### src/rtl/uart_rx_fifo.sv
// rtl/uart_rx_fifo.sv - UART receiver (8N1, or 8E1 when UART_RX_PARITY_EN is defined) feeding a FWFT byte FIFO
module uart_rx_fifo #(
    parameter int CLKS_PER_BIT = 434,
    parameter int DEPTH        = 16
) (
    input  logic                     CLK,
    input  logic                     RST,
    input  logic                     rx,
    output logic                     out_valid,
    input  logic                     out_ready,
    output logic [7:0]               out_data,
    output logic [$clog2(DEPTH):0]   count,
    output logic                     frame_err,
    output logic                     overrun,
    output logic                     parity_err,
    input  logic                     clear_err
);

    localparam int          AW        = $clog2(DEPTH);
    localparam logic [15:0] HALF_BIT  = 16'(CLKS_PER_BIT / 2);
    localparam logic [15:0] FULL_BIT  = 16'(CLKS_PER_BIT);
    localparam logic [AW:0] DEPTH_CNT = (AW + 1)'(DEPTH);

`ifdef UART_RX_PARITY_EN
    typedef enum logic [2:0] {
        S_IDLE      = 3'd0,
        S_START     = 3'd1,
        S_DATA      = 3'd2,
        S_STOP      = 3'd3,
        S_WAIT_IDLE = 3'd4,
        S_PARITY    = 3'd5
    } state_t;
`else
    typedef enum logic [2:0] {
        S_IDLE      = 3'd0,
        S_START     = 3'd1,
        S_DATA      = 3'd2,
        S_STOP      = 3'd3,
        S_WAIT_IDLE = 3'd4
    } state_t;
`endif

    // ---------------------------------------------------------------
    // Line synchronizer; flops reset to the idle (high) level so a
    // reset never looks like a falling edge.
    // ---------------------------------------------------------------
    logic rx_meta_q;
    logic rx_sync_q;

    // Two-flop synchronizer for the asynchronous rx pin
    always_ff @(posedge CLK) begin
        if (RST) begin
            rx_meta_q <= 1'b1;
            rx_sync_q <= 1'b1;
        end else begin
            rx_meta_q <= rx;
            rx_sync_q <= rx_meta_q;
        end
    end

    // ---------------------------------------------------------------
    // Receive FSM and bit-timing datapath
    // ---------------------------------------------------------------
    state_t      state_q, state_d;
    logic [15:0] cnt_q, cnt_d;
    logic [2:0]  bit_q, bit_d;
    logic [7:0]  shift_q, shift_d;
    logic        push_q, push_d;
    logic        frame_set;
    logic        parity_set;
    logic        expire;

`ifdef UART_RX_PARITY_EN
    logic        par_bad_q, par_bad_d;
`endif

    // The bit counter counts down; the last cycle of a bit period is
    // the sample point, which is mid-bit thanks to the half-period load.
    assign expire = (cnt_q == 16'd1);

    // State and datapath registers
    always_ff @(posedge CLK) begin
        if (RST) begin
            state_q   <= S_IDLE;
            cnt_q     <= 16'd0;
            bit_q     <= 3'd0;
            shift_q   <= 8'h00;
            push_q    <= 1'b0;
`ifdef UART_RX_PARITY_EN
            par_bad_q <= 1'b0;
`endif
        end else begin
            state_q   <= state_d;
            cnt_q     <= cnt_d;
            bit_q     <= bit_d;
            shift_q   <= shift_d;
            push_q    <= push_d;
`ifdef UART_RX_PARITY_EN
            par_bad_q <= par_bad_d;
`endif
        end
    end

    // Next-state and datapath update logic
    always_comb begin
        state_d = state_q;
        cnt_d   = (cnt_q != 16'd0) ? cnt_q - 16'd1 : 16'd0;
        bit_d   = bit_q;
        shift_d = shift_q;
`ifdef UART_RX_PARITY_EN
        par_bad_d = par_bad_q;
`endif
        case (state_q)
            S_IDLE: begin
                if (!rx_sync_q) begin
                    state_d = S_START;
                    cnt_d   = HALF_BIT;
                end
            end
            S_START: begin
                if (expire) begin
                    if (!rx_sync_q) begin
                        state_d = S_DATA;
                        cnt_d   = FULL_BIT;
                        bit_d   = 3'd0;
                    end else begin
                        state_d = S_IDLE;
                    end
                end
            end
            S_DATA: begin
                if (expire) begin
                    shift_d = {rx_sync_q, shift_q[7:1]};
                    cnt_d   = FULL_BIT;
                    bit_d   = bit_q + 3'd1;
                    if (bit_q == 3'd7) begin
`ifdef UART_RX_PARITY_EN
                        state_d = S_PARITY;
`else
                        state_d = S_STOP;
`endif
                    end
                end
            end
`ifdef UART_RX_PARITY_EN
            S_PARITY: begin
                if (expire) begin
                    par_bad_d = ^{shift_q, rx_sync_q};
                    cnt_d     = FULL_BIT;
                    state_d   = S_STOP;
                end
            end
`endif
            S_STOP: begin
                if (expire) begin
                    state_d = rx_sync_q ? S_IDLE : S_WAIT_IDLE;
                end
            end
            S_WAIT_IDLE: begin
                if (rx_sync_q) begin
                    state_d = S_IDLE;
                end
            end
            default: state_d = S_IDLE;
        endcase
    end

    // FSM outputs: push request (acted on next cycle) and error flag sets
    always_comb begin
        push_d     = 1'b0;
        frame_set  = 1'b0;
        parity_set = 1'b0;
        case (state_q)
`ifdef UART_RX_PARITY_EN
            S_PARITY: begin
                if (expire) begin
                    parity_set = ^{shift_q, rx_sync_q};
                end
            end
`endif
            S_STOP: begin
                if (expire) begin
                    if (rx_sync_q) begin
`ifdef UART_RX_PARITY_EN
                        push_d = !par_bad_q;
`else
                        push_d = 1'b1;
`endif
                    end else begin
                        frame_set = 1'b1;
                    end
                end
            end
            default: ;
        endcase
    end

    // ---------------------------------------------------------------
    // First-word-fall-through FIFO
    // ---------------------------------------------------------------
    logic [7:0]    mem_q [DEPTH];
    logic [AW-1:0] wr_ptr_q, rd_ptr_q;
    logic [AW:0]   count_q, count_d;
    logic          full;
    logic          pop;
    logic          wr_en;
    logic          ovf_set;

    assign full      = (count_q == DEPTH_CNT);
    assign out_valid = (count_q != '0);
    assign pop       = out_valid & out_ready;
    // A simultaneous pop frees the slot, so a push into a full FIFO
    // still lands when the head is leaving in the same cycle.
    assign wr_en     = push_q & (~full | pop);
    assign ovf_set   = push_q & full & ~pop;
    assign out_data  = out_valid ? mem_q[rd_ptr_q] : 8'h00;
    assign count     = count_q;

    // Occupancy next value
    always_comb begin
        count_d = count_q;
        case ({wr_en, pop})
            2'b10:   count_d = count_q + 1'b1;
            2'b01:   count_d = count_q - 1'b1;
            default: count_d = count_q;
        endcase
    end

    // FIFO storage; contents need no reset since out_data is masked when empty
    always_ff @(posedge CLK) begin
        if (wr_en) begin
            mem_q[wr_ptr_q] <= shift_q;
        end
    end

    // FIFO pointers and occupancy
    always_ff @(posedge CLK) begin
        if (RST) begin
            wr_ptr_q <= '0;
            rd_ptr_q <= '0;
            count_q  <= '0;
        end else begin
            if (wr_en) begin
                wr_ptr_q <= wr_ptr_q + 1'b1;
            end
            if (pop) begin
                rd_ptr_q <= rd_ptr_q + 1'b1;
            end
            count_q <= count_d;
        end
    end

    // ---------------------------------------------------------------
    // Sticky status flags; a set in the same cycle as clear_err wins
    // ---------------------------------------------------------------
    logic frame_err_q;
    logic overrun_q;

    // Frame and overrun sticky flags
    always_ff @(posedge CLK) begin
        if (RST) begin
            frame_err_q <= 1'b0;
            overrun_q   <= 1'b0;
        end else begin
            frame_err_q <= frame_set | (frame_err_q & ~clear_err);
            overrun_q   <= ovf_set   | (overrun_q   & ~clear_err);
        end
    end

    assign frame_err = frame_err_q;
    assign overrun   = overrun_q;

`ifdef UART_RX_PARITY_EN
    logic parity_err_q;

    // Parity sticky flag
    always_ff @(posedge CLK) begin
        if (RST) begin
            parity_err_q <= 1'b0;
        end else begin
            parity_err_q <= parity_set | (parity_err_q & ~clear_err);
        end
    end

    assign parity_err = parity_err_q;
`else
    assign parity_err = 1'b0;
    logic unused_parity;
    assign unused_parity = parity_set;
`endif

endmodule

### config.mk
export PLATFORM = sky130hd
export DESIGN_NAME = uart_rx_fifo
export DESIGN_NICKNAME = d
export VERILOG_FILES = /design/src/rtl/uart_rx_fifo.sv
export SDC_FILE = /design/constraint.sdc
export NUM_CORES = 1
export LEC_CHECK = 0
export ABC_AREA = 1
export CORE_ASPECT_RATIO = 1.1
export CORE_MARGIN = 2
export CORE_UTILIZATION = 50
export CTS_CLUSTER_DIAMETER = 50
export CTS_CLUSTER_SIZE = 24
export DETAILED_ROUTE_END_ITERATION = 12
export PLACE_DENSITY = 0.69
export SYNTH_ARGS = -nofsm -noshare
export SYNTH_HDL_FRONTEND = slang
export SYNTH_SLANG_ARGS = --single-unit
### constraint.sdc
create_clock -name CLK -period 2.1 [get_ports CLK]
set_clock_uncertainty 0.1 [all_clocks]
set_input_delay 0.525 -clock CLK [delete_from_list [all_inputs] [get_ports CLK]]
set_output_delay 0.525 -clock CLK [all_outputs]
set_load 0.05 [all_outputs]
# Word level (Yosys, flattened, before mapping)
# Memory sizes are Yosys's and may differ from the RTL's. A register that Yosys moved wholly into a read port is not among the register bits.
# Index checks and enable logic that the tools add are counted.
# totals
ramBits	128
mem_bits_ro	0
memories	1
regBits	48
latch_bits	0
# memory_table
memory	depth	word_bits	read_ports	rd_ports_with_merged_regs	write_ports	line_no	text
mem_q	16	8	1	1	1	201	logic [7:0] mem_q [DEPTH];
# op_classes
n_mul	0
magnitude_cmp	0
shift	0
mux	29
n_reduce_logical	9
div	0
add_sub_neg	6
bitwise_logic	14
eq_ne	16
# op_table
operator	n
two-way mux 16 bit	5
one-hot mux 16 bit (3 select lines)	1
two-way mux 3 bit	10
equality test 16 x 1 -> 1 bit (second input constant)	1
nonzero test 16 bit	1
subtractor 16 x 1 -> 16 bit (second input constant)	1
one-hot mux 3 bit (5 select lines)	1
!= test 2 bit (second input constant)	7
one-hot mux 5 bit (2 select lines)	1
adder 4 x 1 -> 4 bit (second input constant)	2
two-way mux 4 bit	2
two-way mux 8 bit	1
AND 1 bit	6
equality test 3 x 2 -> 1 bit (second input constant)	2
equality test 3 bit (second input constant)	2
two-way mux 1 bit	6
one-hot mux 3 bit (2 select lines)	1
AND reduction 6 bit	1
adder 5 x 1 -> 5 bit (second input constant)	1
equality test 5 bit (second input constant)	1
inverter 1 bit	5
nonzero test 5 bit	1
subtractor 5 x 1 -> 5 bit (second input constant)	1
AND reduction 4 bit	1
10 further kinds	13

# Logic depth before layout (Yosys ltp)
# logic_depth
word_depth	6
depth_mapped	15

# Worst setup path after synthesis
# Ideal clock, no wire load.
# synth_timing
kind	reg2out
start	register count_q[1], in the netlist count[1]
end	output port out_data[0]
arrival_time_ps	2350
required_ps	1475
path_stages_with_launch	5
slack_ps	-875
cell_sequence	dfxtp_1 -> inv_1 -> nand4_1 -> inv_1 -> a21oi_1
# synth_via
elab_chain_len	2
# synth_lines
item	line_no	text
start, declared	203	logic [AW:0] count_q, count_d;
start signal, assigned	249	count_q <= count_d;
nonzero test 5 bit	210	assign out_valid = (count_q != '0);
named net out_valid	9	output logic out_valid,
two-way mux 8 bit	216	assign out_data = out_valid ? mem_q[rd_ptr_q] : 8'h00;
end, declared	11	output logic [7:0] out_data,
# The timed path passes the listed nets, and every way through them passes these cells.

==> impl_metrics.prom <==
# TYPE chip_impl_metric gauge
chip_impl_info{name="run_status",value="complete, but fails checks"} 1
chip_impl_info{name="violations",value="negative setup slack"} 1
chip_impl_metric{name="path_max_fanout",unit=""} 16
chip_impl_metric{name="core.rowCount",unit=""} 47
chip_impl_info{name="rsz_0062_raised_after_global_routing",value="true"} 1
chip_impl_metric{name="first_pass_grt_wire_length",unit="um"} 27800
chip_impl_metric{name="power_share_of_the_combinational_group",unit=""} 0.457
chip_impl_metric{name="sequentialPowerShare",unit=""} 0.313
chip_impl_metric{name="power.density",unit="nW/um^2"} 1460
chip_impl_metric{name="clock_sink_count",unit=""} 180
chip_impl_info{name="start_kind",value="register"} 1
chip_impl_metric{name="postLayoutCellArea",unit="sq um"} 9500
chip_impl_metric{name="min_path_cells",unit=""} 1
chip_impl_info{name="ctsRootBufferMaster",value="clkbuf_16"} 1
chip_impl_metric{name="drt_drc_violations_left",unit=""} 0
chip_impl_info{name="min_delay_worst_endpoint",value="rx_sync_q$_SDFF_PP1_"} 1
chip_impl_info{name="synth_top_cells_by_area",value="edfxtp_1 (50%), dfxtp_1 (14%), nand2_1 (11%)"} 1
chip_impl_info{name="crit_path_class",value="register to output port"} 1
chip_impl_metric{name="sequential_share_of_the_synthesized_area",unit=""} 0.636
chip_impl_metric{name="insertion_delay",unit="ns"} 0.43
chip_impl_metric{name="setup_tns_final",unit="ns"} -2.97
chip_impl_metric{name="dp_hpwl",unit="um"} 11300
chip_impl_metric{name="yosys.cell_types.count",unit=""} 32
chip_impl_info{name="yosys.cell_count.top_type",value="nand2_1"} 1
chip_impl_metric{name="netlist_instances",unit=""} 774
chip_impl_metric{name="grt_start_max_net_pins",unit=""} 33
chip_impl_metric{name="design_internal_power",unit="mW"} 8.70
chip_impl_info{name="endpoint_kind",value="output port"} 1
chip_impl_metric{name="arrival",unit="ns"} 1.89
chip_impl_metric{name="synth_fp_nets",unit=""} 794
chip_impl_metric{name="floorplan.die_area",unit="sq um"} 16400
chip_impl_info{name="netlist_top_cells_count",value="nand2_1 (223), edfxtp_1 (128), nand3_1 (114)"} 1
chip_impl_info{name="crit-reg2reg-capture",value="count[4]$_SDFFE_PP0P_"} 1
chip_impl_metric{name="worst-r2r-cell-count",unit=""} 14
chip_impl_metric{name="power.clock.fraction",unit=""} 0.231
chip_impl_metric{name="worst_reg_to_reg_setup_slack",unit="ns"} 0.02
chip_impl_metric{name="postRouteAntennaNets",unit=""} 0
chip_impl_metric{name="cts_buffer_depth",unit=""} 2
chip_impl_metric{name="nNetsFinal",unit=""} 868
chip_impl_metric{name="placeable_area",unit="sq um"} 15100
chip_impl_metric{name="diode_count",unit=""} 0
chip_impl_metric{name="yosys.area.top_type_share",unit=""} 0.501
chip_impl_metric{name="synth_xor_area_frac",unit=""} 0.0205
chip_impl_metric{name="final_hold_viol_count",unit=""} 0
chip_impl_metric{name="number_of_global_route_vias_before_repair",unit=""} 5552
chip_impl_metric{name="synth_edf_count",unit=""} 128
chip_impl_metric{name="drt-vias-per-instance",unit=""} 5.31
chip_impl_metric{name="post_synth_mux_area_share",unit=""} 0
chip_impl_metric{name="async_flop_share",unit=""} 0
chip_impl_metric{name="wirelength",unit="um"} 17200
chip_impl_metric{name="p_leak",unit="nW"} 3.86
chip_impl_metric{name="gp_routability_congestion",unit=""} 0.882
chip_impl_metric{name="synth_compound_gate_area_share",unit=""} 0.0326
chip_impl_metric{name="placement.io_buffers",unit=""} 20
chip_impl_metric{name="avgSynthCellArea",unit="sq um"} 9.92
chip_impl_info{name="cts_tree",value="done"} 1
chip_impl_metric{name="power_switching_share",unit=""} 0.374
chip_impl_metric{name="worst_setup_hold_path_clk_slew",unit="ns"} 0.06
chip_impl_metric{name="fin_crit_sh",unit=""} 1.20
chip_impl_info{name="hp-class",value="register to register"} 1
chip_impl_metric{name="vias",unit=""} 5612
chip_impl_metric{name="slew_headroom",unit=""} 0.491
chip_impl_info{name="ys_dominant_reg_cell",value="edfxtp_1"} 1
chip_impl_metric{name="post_synth_fa_ha_maj_area_fraction",unit=""} 0.0254
chip_impl_metric{name="ys_seq_elements",unit=""} 180
chip_impl_info{name="startpoint_of_the_most_critical_register_to_register_path",value="count[0]$_SDFFE_PP0P_"} 1
chip_impl_info{name="synth_top_family_by_area",value="simple AND/OR/NAND/NOR gates"} 1
chip_impl_metric{name="start_util",unit=""} 0.510
chip_impl_metric{name="floorplan.io_pins",unit=""} 22
chip_impl_metric{name="syn-cell-area",unit="sq um"} 7680
chip_impl_metric{name="fin_crit_period",unit="ns"} 2.51
chip_impl_metric{name="detailedPlace.worstSlack",unit="ns"} -0.494
chip_impl_metric{name="cts_max_level",unit=""} 4
chip_impl_metric{name="placed_cells",unit=""} 1012
chip_impl_info{name="min-delay-start",value="rx_meta_q$_SDFF_PP1_"} 1
chip_impl_metric{name="width_of_the_chip",unit="um"} 122
chip_impl_metric{name="p_sw",unit="mW"} 5.19
chip_impl_info{name="synth_top_area_cell",value="edfxtp_1"} 1
chip_impl_metric{name="worstMarginPinSlew",unit="ns"} 0.762
chip_impl_metric{name="grt_overflow_total",unit=""} 0
chip_impl_metric{name="max_freq",unit="GHz"} 0.398
chip_impl_metric{name="cts_inserted_buffers",unit=""} 17
chip_impl_metric{name="instances_no_fill",unit=""} 1057
chip_impl_metric{name="synth_warnings",unit=""} 0
chip_impl_metric{name="overall_fraction_of_global_route_tracks_in_use",unit=""} 0.226
chip_impl_metric{name="setup_viol",unit=""} 8
chip_impl_metric{name="final_layout_size_suffix_gt1_frac",unit=""} 0.201
chip_impl_metric{name="die_y",unit="um"} 134
chip_impl_metric{name="initial_antenna_violation_count",unit=""} 0
chip_impl_metric{name="drt-initial-drc-count",unit=""} 518
chip_impl_metric{name="layout-area-overhead-vs-synth",unit="%"} 23.7
chip_impl_metric{name="max_cap_viol_count",unit=""} 0
chip_impl_metric{name="placed_cell_area",unit="sq um"} 8640
chip_impl_metric{name="slew_viol_final",unit=""} 0
chip_impl_metric{name="worst_ep_required_time",unit="ns"} 1.47
chip_impl_metric{name="ir_worst_vdd",unit="uV"} 1560
chip_impl_metric{name="wire_per_inst",unit="um"} 16.3
chip_impl_metric{name="cts.hold.buffers_added",unit=""} 0
chip_impl_metric{name="drtPass1Iterations",unit=""} 5
chip_impl_metric{name="final_critical_path_setup_slack",unit="ns"} -0.413
chip_impl_metric{name="synthSimpleGateAreaFrac",unit=""} 0.246
==> final cells by class <==
cell class,instances,area [sq um]
Inverter,41,164
Clock buffer,18,429
Fill cell,1191,5560
Sequential cell,180,4910
Multi-Input combinational cell,524,2740
Tap cell,196,245
Clock inverter,14,166
Timing Repair Buffer,84,846
==> power by group through the flow <==
stage	clock (mW)	combinational, mW	sequential [mW]
detailed placement	0	5.82	4.39
global placement	0	5.67	4.38
finish	3.20	6.35	4.34
global route	3.39	6.87	4.37
CTS	3.23	6.14	4.33
floorplan	0	3.51	4.47
==> how the worst max path moves through the flow <==
stage	depth (start not counted)	to
3_5_place_dp	15	count[4]$_SDFFE_PP0P_
2_1_floorplan	13	count[3]$_SDFFE_PP0P_
3_3_place_gp	15	count[4]$_SDFFE_PP0P_
6_report	9	out_data[5]
5_1_grt	8	out_data[6]
4_1_cts	9	out_data[6]
==> state kept, by name, indices dropped and copies added (netlist names), named ones only <==
name	flops
bit_q	3
cnt_q	16
count	5
frame_err	1
mem_q	128
overrun	1
push_q	1
rd_ptr_q	4
rx_meta_q	1
rx_sync_q	1
shift_q	8
state_q	3
wr_ptr_q	4
==> worst max-delay path, cell delays in order (launching register included) <==
cell and delay [ns]:
dfxtp_4 0.39, inv_8 0.11, buf_16 0.15, nand2_1 0.06, nand3_1 0.08, nand3_1 0.10, nand2_1 0.11, nand2_1 0.10
a21oi_4 0.20, buf_12 0.15
==> per-layer routing <==
layer,up-vias,share of wire,GRT usage
li1,2744,-,-
met1,2636,0.41,0.287
met2,194,0.50,0.376
met3,38,0.059,0.0400
met4,0,0.027,0.107
met5,-,0,0
==> cells by family (layout without fill, tap and decap cells) <==
kind of cell    after synthesis  in the layout
other cells                   1              1
compound gates               48             48
flops                       180            180
buf+inv                      70            157
xor+xnor                     18             18
simple gates                442            442
fa+ha+maj                    15             15
==> per-stage QoR <==
step | hold slack, ns | utilization | power, mW
global route | 0.326 | 0.631 | 14.6
global placement | 0.293 | 0.574 | 10.0
finish | 0.311 | 0.631 | 13.9
floorplan | 0.289 | - | 7.98
detailed placement | 0.296 | 0.574 | 10.2
CTS | 0.311 | 0.624 | 13.7
==> cells in the final DEF, fill, tap and decap left out, drive strengths merged <==
cell type,instances
clkinvlp,1
a21oi,26
buf,80
edfxtp,128
inv,41
xnor2,5
or2,2
nand3b,2
nor2,89
nand3,115
ha,14
dlygate4sd2,1
clkdlybuf4s50,3
nor4,1
clkbuf,18
nand4,2
o21ai,21
fa,1
clkinv,9
xor2,13
conb,1
o21a,1
bufinv,4
dfxtp,52
nand2b,1
nand2,230
==> timing repair <==
action / in CTS / in global routing
setup endpoints to repair: 10 / 12
buffers inserted: 7 / 4
pin swaps: 13 / 14
gates cloned: 2 / 0
resized for setup: 19 / 18
(Power assumes the default switching activity.)
